`src/rtl/adc_serial_emu_pkg.sv`:
```
// Shared constants and types for the serial SAR ADC emulator.
// Optional build macro: NOISE_EN (adds a frame-rate LFSR dither source).
package adc_serial_emu_pkg;

  localparam int ADC_RES        = 12;
  localparam int ADC_CH         = 8;
  localparam int ADC_PORTS      = 2;
  localparam int ADC_FRAME_BITS = 16;
  localparam int ADC_LEAD_ZEROS = 2;

  typedef logic [ADC_RES-1:0] adc_code_t;

  typedef struct packed {
    logic rng;
    logic sgl;
  } adc_mode_t;

  typedef enum logic [1:0] {
    ST_IDLE  = 2'd0,
    ST_SHIFT = 2'd1,
    ST_DONE  = 2'd2
  } adc_state_t;

  // Galois form of x^16+x^14+x^13+x^11+1, shifting towards the LSB
  localparam logic [15:0] LFSR_SEED = 16'hACE1;
  localparam logic [15:0] LFSR_TAPS = 16'hB400;

  function automatic logic [15:0] lfsr_step(input logic [15:0] s);
    logic [15:0] n;
    if (s[0]) n = {1'b0, s[15:1]} ^ LFSR_TAPS;
    else      n = {1'b0, s[15:1]};
    return n;
  endfunction

endpackage

```
`src/rtl/adc_emu_port.sv`:
```
// One emulated ADC output port: channel select, range halving, optional
// dither, pseudo-differential saturation and the per-frame hold register.
// Optional build macro: NOISE_EN (adds the dith input).
module adc_emu_port
  import adc_serial_emu_pkg::*;
#(
  parameter int N_CH = ADC_CH,
  parameter int RES  = ADC_RES,
  parameter int AW   = $clog2(N_CH)
) (
  input  logic                clk_16m,
  input  logic                rst_n,
`ifdef NOISE_EN
  input  logic [1:0]          dith,
`endif
  input  logic [N_CH*RES-1:0] din,
  input  logic [AW-1:0]       addr,
  input  adc_mode_t           mode,
  input  logic                capture,
  output logic [RES-1:0]      code,
  output logic [RES-1:0]      hold
);

  logic [AW-1:0]  pair_s;
  logic [RES-1:0] v_sel_s;
  logic [RES-1:0] v_even_s;
  logic [RES-1:0] v_odd_s;
  logic [RES:0]   diff_s;

  // Range halving of one raw channel code
  function automatic logic [RES-1:0] range_val(input logic [RES-1:0] raw, input logic rng);
    logic [RES-1:0] r;
    if (rng) r = {1'b0, raw[RES-1:1]};
    else     r = raw;
    return r;
  endfunction

`ifdef NOISE_EN
  // -1/0/0/+1 LSB dither, clamped to the unsigned code range
  function automatic logic [RES-1:0] dither(input logic [RES-1:0] v, input logic [1:0] d);
    logic [RES-1:0] r;
    case (d)
      2'b00:   r = (v == {RES{1'b0}}) ? v : v - {{(RES-1){1'b0}}, 1'b1};
      2'b11:   r = (v == {RES{1'b1}}) ? v : v + {{(RES-1){1'b0}}, 1'b1};
      default: r = v;
    endcase
    return r;
  endfunction
`endif

  // Code selection: single-ended pass-through or saturated pair difference
  always_comb begin
    pair_s    = addr;
    pair_s[0] = 1'b0;
    v_sel_s   = range_val(din[int'(addr) * RES +: RES], mode.rng);
    v_even_s  = range_val(din[int'(pair_s) * RES +: RES], mode.rng);
    v_odd_s   = range_val(din[(int'(pair_s) + 1) * RES +: RES], mode.rng);
`ifdef NOISE_EN
    v_sel_s   = dither(v_sel_s, dith);
    v_even_s  = dither(v_even_s, dith);
    v_odd_s   = dither(v_odd_s, dith);
`endif
    diff_s    = {1'b0, v_even_s} - {1'b0, v_odd_s};
    if (mode.sgl) begin
      code = v_sel_s;
    end else if (diff_s[RES] != diff_s[RES-1]) begin
      // the two top bits disagree: the difference left the signed RES-bit range
      code = diff_s[RES] ? {1'b1, {(RES-1){1'b0}}} : {1'b0, {(RES-1){1'b1}}};
    end else begin
      code = diff_s[RES-1:0];
    end
  end

  // Snapshot of the code at frame start; later din changes are ignored
  always_ff @(posedge clk_16m or negedge rst_n) begin
    if (!rst_n)       hold <= {RES{1'b0}};
    else if (capture) hold <= code;
    else              hold <= hold;
  end

endmodule

```
`src/rtl/adc_serial_emu.sv`:
```
// Multi-port serial SAR current-sense ADC emulator: frame FSM, bit
// sequencing, frame counter and abort flag.
// Optional build macro: NOISE_EN (per-frame LFSR dither on every port).
module adc_serial_emu
  import adc_serial_emu_pkg::*;
#(
  parameter int N_CH       = ADC_CH,
  parameter int RES        = ADC_RES,
  parameter int N_PORTS    = ADC_PORTS,
  parameter int LEAD_ZEROS = ADC_LEAD_ZEROS,
  parameter int FRAME_BITS = ADC_FRAME_BITS
) (
  input  logic                        clk_16m,
  input  logic                        rst_n,
  input  logic [N_PORTS*N_CH*RES-1:0] din,
  input  logic                        sclk_en,
  input  logic                        ncs,
  input  logic [$clog2(N_CH)-1:0]     addr,
  input  logic                        rng,
  input  logic                        sgl,
  output logic [N_PORTS-1:0]          dout,
  output logic                        frame_done,
  output logic                        abort_flag,
  output logic [15:0]                 frame_cnt,
  input  logic                        clr_flags
);

  localparam int                IDX_W    = $clog2(FRAME_BITS);
  localparam logic [IDX_W-1:0]  LAST_IDX = IDX_W'(FRAME_BITS - 1);
  localparam logic [IDX_W-1:0]  IDX_ONE  = IDX_W'(1);

  adc_state_t                      state_r, state_s;
  logic [IDX_W-1:0]                bit_idx_r, bit_idx_s;
  logic                            ncs_q_r;
  logic [N_PORTS-1:0]              dout_r, dout_s;
  logic                            frame_done_r, frame_done_s;
  logic                            abort_flag_r, abort_flag_s;
  logic [15:0]                     frame_cnt_r, frame_cnt_s;
  logic                            capture_s;
  adc_mode_t                       mode_s;
  logic [N_PORTS-1:0][RES-1:0]     code_s;
  logic [N_PORTS-1:0][RES-1:0]     hold_s;

  assign mode_s     = '{rng: rng, sgl: sgl};
  assign dout       = dout_r;
  assign frame_done = frame_done_r;
  assign abort_flag = abort_flag_r;
  assign frame_cnt  = frame_cnt_r;

  // Serial bit at a frame position: leading zeros, code MSB first, trailing zeros
  function automatic logic bit_at(input logic [RES-1:0] code, input int idx);
    logic b;
    if ((idx >= LEAD_ZEROS) && (idx < LEAD_ZEROS + RES)) b = code[RES - 1 - (idx - LEAD_ZEROS)];
    else                                                 b = 1'b0;
    return b;
  endfunction

`ifdef NOISE_EN
  logic [15:0] lfsr_r;

  // Dither source advances once at every frame start
  always_ff @(posedge clk_16m or negedge rst_n) begin
    if (!rst_n)         lfsr_r <= LFSR_SEED;
    else if (capture_s) lfsr_r <= lfsr_step(lfsr_r);
    else                lfsr_r <= lfsr_r;
  end
`endif

  for (genvar p = 0; p < N_PORTS; p++) begin : g_port
    adc_emu_port #(
      .N_CH (N_CH),
      .RES  (RES)
    ) u_port (
      .clk_16m (clk_16m),
      .rst_n   (rst_n),
`ifdef NOISE_EN
      .dith    (lfsr_r[(2 * p) % 16 +: 2]),
`endif
      .din     (din[p * N_CH * RES +: N_CH * RES]),
      .addr    (addr),
      .mode    (mode_s),
      .capture (capture_s),
      .code    (code_s[p]),
      .hold    (hold_s[p])
    );
  end

  // Next-state, next-bit and flag/counter update; events override clr_flags
  always_comb begin
    state_s      = state_r;
    bit_idx_s    = bit_idx_r;
    dout_s       = {N_PORTS{1'b0}};
    frame_done_s = 1'b0;
    capture_s    = 1'b0;
    abort_flag_s = clr_flags ? 1'b0 : abort_flag_r;
    frame_cnt_s  = clr_flags ? 16'h0000 : frame_cnt_r;
    case (state_r)
      ST_IDLE: begin
        if (!ncs && ncs_q_r) begin
          state_s   = ST_SHIFT;
          bit_idx_s = {IDX_W{1'b0}};
          capture_s = 1'b1;
          for (int p = 0; p < N_PORTS; p++) dout_s[p] = bit_at(code_s[p], 0);
        end else begin
          state_s = ST_IDLE;
        end
      end
      ST_SHIFT: begin
        if (ncs) begin
          state_s      = ST_IDLE;
          abort_flag_s = 1'b1;
        end else if (sclk_en) begin
          if (bit_idx_r == LAST_IDX) begin
            state_s      = ST_DONE;
            frame_done_s = 1'b1;
            frame_cnt_s  = frame_cnt_s + 16'h0001;
          end else begin
            bit_idx_s = bit_idx_r + IDX_ONE;
            for (int p = 0; p < N_PORTS; p++) dout_s[p] = bit_at(hold_s[p], int'(bit_idx_s));
          end
        end else begin
          dout_s = dout_r;
        end
      end
      ST_DONE: begin
        if (ncs) state_s = ST_IDLE;
        else     state_s = ST_DONE;
      end
      default: begin
        state_s = ST_IDLE;
      end
    endcase
  end

  // State and output registers
  always_ff @(posedge clk_16m or negedge rst_n) begin
    if (!rst_n) begin
      state_r      <= ST_IDLE;
      bit_idx_r    <= {IDX_W{1'b0}};
      ncs_q_r      <= 1'b1;
      dout_r       <= {N_PORTS{1'b0}};
      frame_done_r <= 1'b0;
      abort_flag_r <= 1'b0;
      frame_cnt_r  <= 16'h0000;
    end else begin
      state_r      <= state_s;
      bit_idx_r    <= bit_idx_s;
      ncs_q_r      <= ncs;
      dout_r       <= dout_s;
      frame_done_r <= frame_done_s;
      abort_flag_r <= abort_flag_s;
      frame_cnt_r  <= frame_cnt_s;
    end
  end

endmodule

```
`config.mk`:
```
export PLATFORM = sky130hd
export DESIGN_NAME = adc_serial_emu
export DESIGN_NICKNAME = d
export VERILOG_FILES = /design/src/rtl/adc_serial_emu_pkg.sv /design/src/rtl/adc_emu_port.sv /design/src/rtl/adc_serial_emu.sv
export SDC_FILE = /design/constraint.sdc
export NUM_CORES = 1
export LEC_CHECK = 0
export CORE_MARGIN = 3
export CORE_UTILIZATION = 53
export CTS_BUF_LIST = sky130_fd_sc_hd__clkbuf_8 sky130_fd_sc_hd__clkbuf_16
export CTS_CLUSTER_DIAMETER = 200
export DETAILED_ROUTE_END_ITERATION = 16
export PLACE_DENSITY = 0.89
export SYNTH_ARGS = -nofsm -noshare
export SYNTH_HDL_FRONTEND = slang
export SYNTH_SLANG_ARGS = --single-unit
```
`constraint.sdc`:
```
create_clock -name clk_16m -period 3.9 [get_ports clk_16m]
set_input_delay 0.78 -clock clk_16m [delete_from_list [all_inputs] [get_ports clk_16m]]
set_output_delay 0.78 -clock clk_16m [all_outputs]
set_load 0.01 [all_outputs]
```
==> run summary <==
TritonCTS built the clock tree. The initialized floorplan defines 42 standard-cell rows. At the end of routability-driven placement, the weighted congestion stood at 1.08. The run gives 300 ps as the clock network latency to the later pin of the worst-skew pair. After global routing the overflow that remains totals 0. The detailed router placed 9,366 vias in this run. The count of cell types in the netlist was 69.

For flop-to-flop paths, the worst setup slack is 1170 ps. Total count of hold-check failures in the final report: 0. Leakage power total: 4.85 nW. The count of nets left with antenna violations after detail routing came out at 0. The worst path uses 115% of the clock period. During placement, the flow inserted port buffers numbering 221. The width of the die is 124 um.

Among all flip-flop cells after synthesis, the most frequent one is dfrtp_1. The tools report the area inside the core boundary as 0.0135 mm2. The checks that failed: negative setup slack. IR analysis of the VDD net gives a maximum drop of 0.000210 V.

The tools report the clock buffer count from CTS as 5. The number of instances in the synthesized netlist came out at 811. Wires add up to 35,800 um. The die outline area came out at 0.0154 mm2.

The detail-routed via count per cell was 7.22. The tools report the count of final max-slew check failures as 0. In the final design database the tool counted 1,356 nets. The final routed DRC violation total is 0. The worst setup path is launched from a primary input. The logs give 51 for the clock sink count and 6 for the initial antenna violation count.

The run finished, with violations left. Setup violations remaining at the end of the flow were counted as 20. The critical path is of the in -> reg type. The run gives 509 ps as the tightest hold margin. For the smallest setup slack after layout, the log shows -597 ps.

Among the stages of the critical path, the cell type that occurs most often is a21oi_2. The delay of the slowest cell on the worst path is 600 ps, and the floorplan die height is 124 um. Final instance area: 0.0113 mm2.

The post-layout minimum cycle time works out to 4500 ps. The first TritonRoute pass finished after 8 iterations. Among cell families on the critical path, the largest total delay comes from compound AO/OA/AOI/OAI gates. The overall global routing resource usage was 38.0%; the clock-pin slew of the registers on the worst-case setup and hold paths was 80 ps. The slew at the pin closest to its max-slew limit is 1120 ps, and the net count after synthesis is 1,048.

The critical path contains buffers and inverters numbering 2 combined. For the worst setup path, the data arrival time is 4670 ps. The I/O pin count is 222, and the mean area per synthesized cell is 9.11 um2. The via count of the first global-routing pass is 8,609, and the power density relative to cell area is 324 mW/mm2. Sequential cells were found to cover 17.3% of the synthesized design area.

Walking the worst path, the cells encountered are clkdlybuf4s50_1 -> nor2b_2 -> a211oi_2 -> a311oi_2 -> nor2_2 -> a21oi_2 -> inv_1 -> ha_1 -> nand2b_1 -> a21oi_2 -> o41ai_4 -> o21ai_2 -> nand2_1 -> mux2i_4 -> nand3_2 -> o211ai_1 -> a21oi_1. The synthesized netlist occupies a cell area of 0.00739 mm2. The wire length per cell after detailed routing came out at 27.6 um. The worst setup path is captured at a register. After synthesis the netlist holds a flip-flop and latch count of 51.

The initial utilization of the core area, before any placement, comes to 54.9%. The logs give 0.0104 mm2 for the cell area after placement and 25.4% for the worst slew slack as a fraction of its limit. The largest clock skew in the final design was 4.71 ps; the critical-path maximum fanout was 6. The tools report the total of warnings raised by yosys as 0. Entering global routing, the biggest net connects 52 pins. Violation count after the first detailed-route iteration: 1,610.

Setup repair after global routing could not meet its margin everywhere. The achievable frequency came out at 0.222 GHz. The detailed-placement wirelength estimate is 22,800 um.

The area growth from synthesis to layout was 52.4%; the share of final-layout standard cells stronger than drive strength 1 was 28.1%. The first global-routing pass estimated 45,300 um of wire. The deepest clock path buffer count is 2. In the synthesized netlist the async set-or-reset flop fraction comes to 100%.

Counting flops with a built-in enable in the synthesized netlist gives 0. The data required time at the worst endpoint is 4070 ps. Sum of internal, switching and leakage power: 0.00365 W.

Across the run, the number of max-cap violations was 0. The clock tree synthesis step divided the H-tree into 2 levels. Slowest stage cell on the critical path: a311oi_2.

The root buffer cell chosen for the clock tree is clkbuf_16. The path class of the tightest hold or removal check is reg -> reg.
-- registers in the layout (all words and copies together) (netlist names) --
signal,cells
abort_flag,1
bit_idx_r,4
dout,2
frame_cnt,16
frame_done,1
g_port.u_port.hold,24
ncs_q_r,1
state_r,2
-- repair_timing --
action	CTS	global route
pin swaps	6	47
endpoints found under the setup margin	23	23
buffers inserted	4	15
hold buffers	0	0
resized for setup	16	96
gates cloned	2	0
-- where the power goes --
| group | internal (W) | switching, W | total (W) | leakage [nW] |
|---|---|---|---|---|
| registers | 0.000652 | 0.0000875 | 0.000739 | 0.651 |
| clock network | 0.000249 | 0.000223 | 0.000472 | 0.0776 |
| logic | 0.00122 | 0.00122 | 0.00244 | 4.13 |
-- cell type report --
type,count,area (um2)
timing repair buffer,356,3450
antenna,2,5.00
sequential,51,1280
inverter,36,135
fill,654,2190
clock buffer,5,125
tap,176,220
multi-input combinational,669,6020
clock inverter,3,33.8
-- placed cells by master, fill, tap and decap left out, drive strengths merged, types with 4 or more instances in the layout --
cell type      instances
o21ai                 52
a21oi                 54
a31oi                  7
o22ai                 18
dlymetal6s2s          17
a21o                  10
nand2b                20
o221ai                 6
o211ai                13
a211oi                 9
xnor2                 17
mux2                   8
clkdlybuf4s50        200
xor2                  11
and2                   8
clkbuf                 5
nand3                 15
nor3b                  5
mux4                  76
nor2b                 16
nand2                 73
mux2i                 63
o21bai                 4
ha                    33
dfrtp                 50
inv                   38
buf                  137
nand4                  5
nor2                 100
or3                    6
-- cells in the mapped netlist (4+ instances only) --
cell type	count	area, um2
a211oi_1	9	67.6
o21ai_1	5	25.0
o21bai_1	4	30.0
o21ai_0	43	215
buf_4	13	97.6
nand4_1	5	31.3
mux4_2	76	1710
nand3_1	12	60.1
or3_1	6	37.5
xnor2_1	17	149
buf_2	10	50.1
o211ai_1	11	82.6
nand2b_1	20	125
inv_1	36	135
o22ai_1	18	113
and2_1	7	43.8
mux2i_1	63	631
nor2b_1	16	100
buf_6	4	45.0
o21ai_2	4	35.0
xor2_1	10	87.6
nand2_1	73	274
nor3b_1	4	30.0
mux2_2	8	90.1
buf_1	4	15.0
clkbuf_1	24	90.1
a31oi_1	7	43.8
o221ai_1	4	35.0
nor2_1	99	372
a21oi_1	50	250
ha_1	33	413
a21o_1	10	75.1
dfrtp_1	50	1250
-- metrics by stage --
| stage | util (%) | TNS, ps | cells | setup WS, ps |
|---|---|---|---|---|
| 2_1_floorplan | - | -502 | 811 | -67.6 |
| 3_3_place_gp | 77.6 | -8340 | 1268 | -413 |
| 3_5_place_dp | 77.6 | -10960 | 1268 | -532 |
| 4_1_cts | 80.2 | -54.2 | 1282 | -22.9 |
| 5_1_grt | 83.7 | -6730 | 1298 | -625 |
| 6_report | 83.7 | -5680 | 1298 | -597 |
-- per-layer routing --
layer  routed length, um  track usage (%)  part of all wire [%]
met1               11100             45.8                    31
met2               15900             62.3                    44
met3                5080             10.3                    14
met4                3620             19.4                    10
met5                 102                0                  0.28
-- cells by family after synthesis --
group,after synthesis,share of synthesized area (%)
AO/OA/AOI/OAI,199,17.8
XOR/XNOR,28,3.42
adder cells (fa/ha/maj),35,6.13
buffers and inverters,91,5.86
flip-flops,51,17.3
multiplexers,147,32.9
AND/OR/NAND/NOR,260,16.6
-- final timing paths --
check                              from  cells past startpoint                  endpoint
setup reg to reg           bit_idx_r[0]                      8             frame_cnt[15]
setup / recovery                din[13]                     17  g_port[0].u_port.hold[7]
max in group asynchronous         rst_n                      1             frame_cnt[12]
min in group asynchronous         rst_n                      1                state_r[0]
hold / removal                  dout[1]                      1                   dout[1]
hold reg to reg                 dout[1]                      1                   dout[1]
Note: power is estimated with default switching activity, not from simulation.
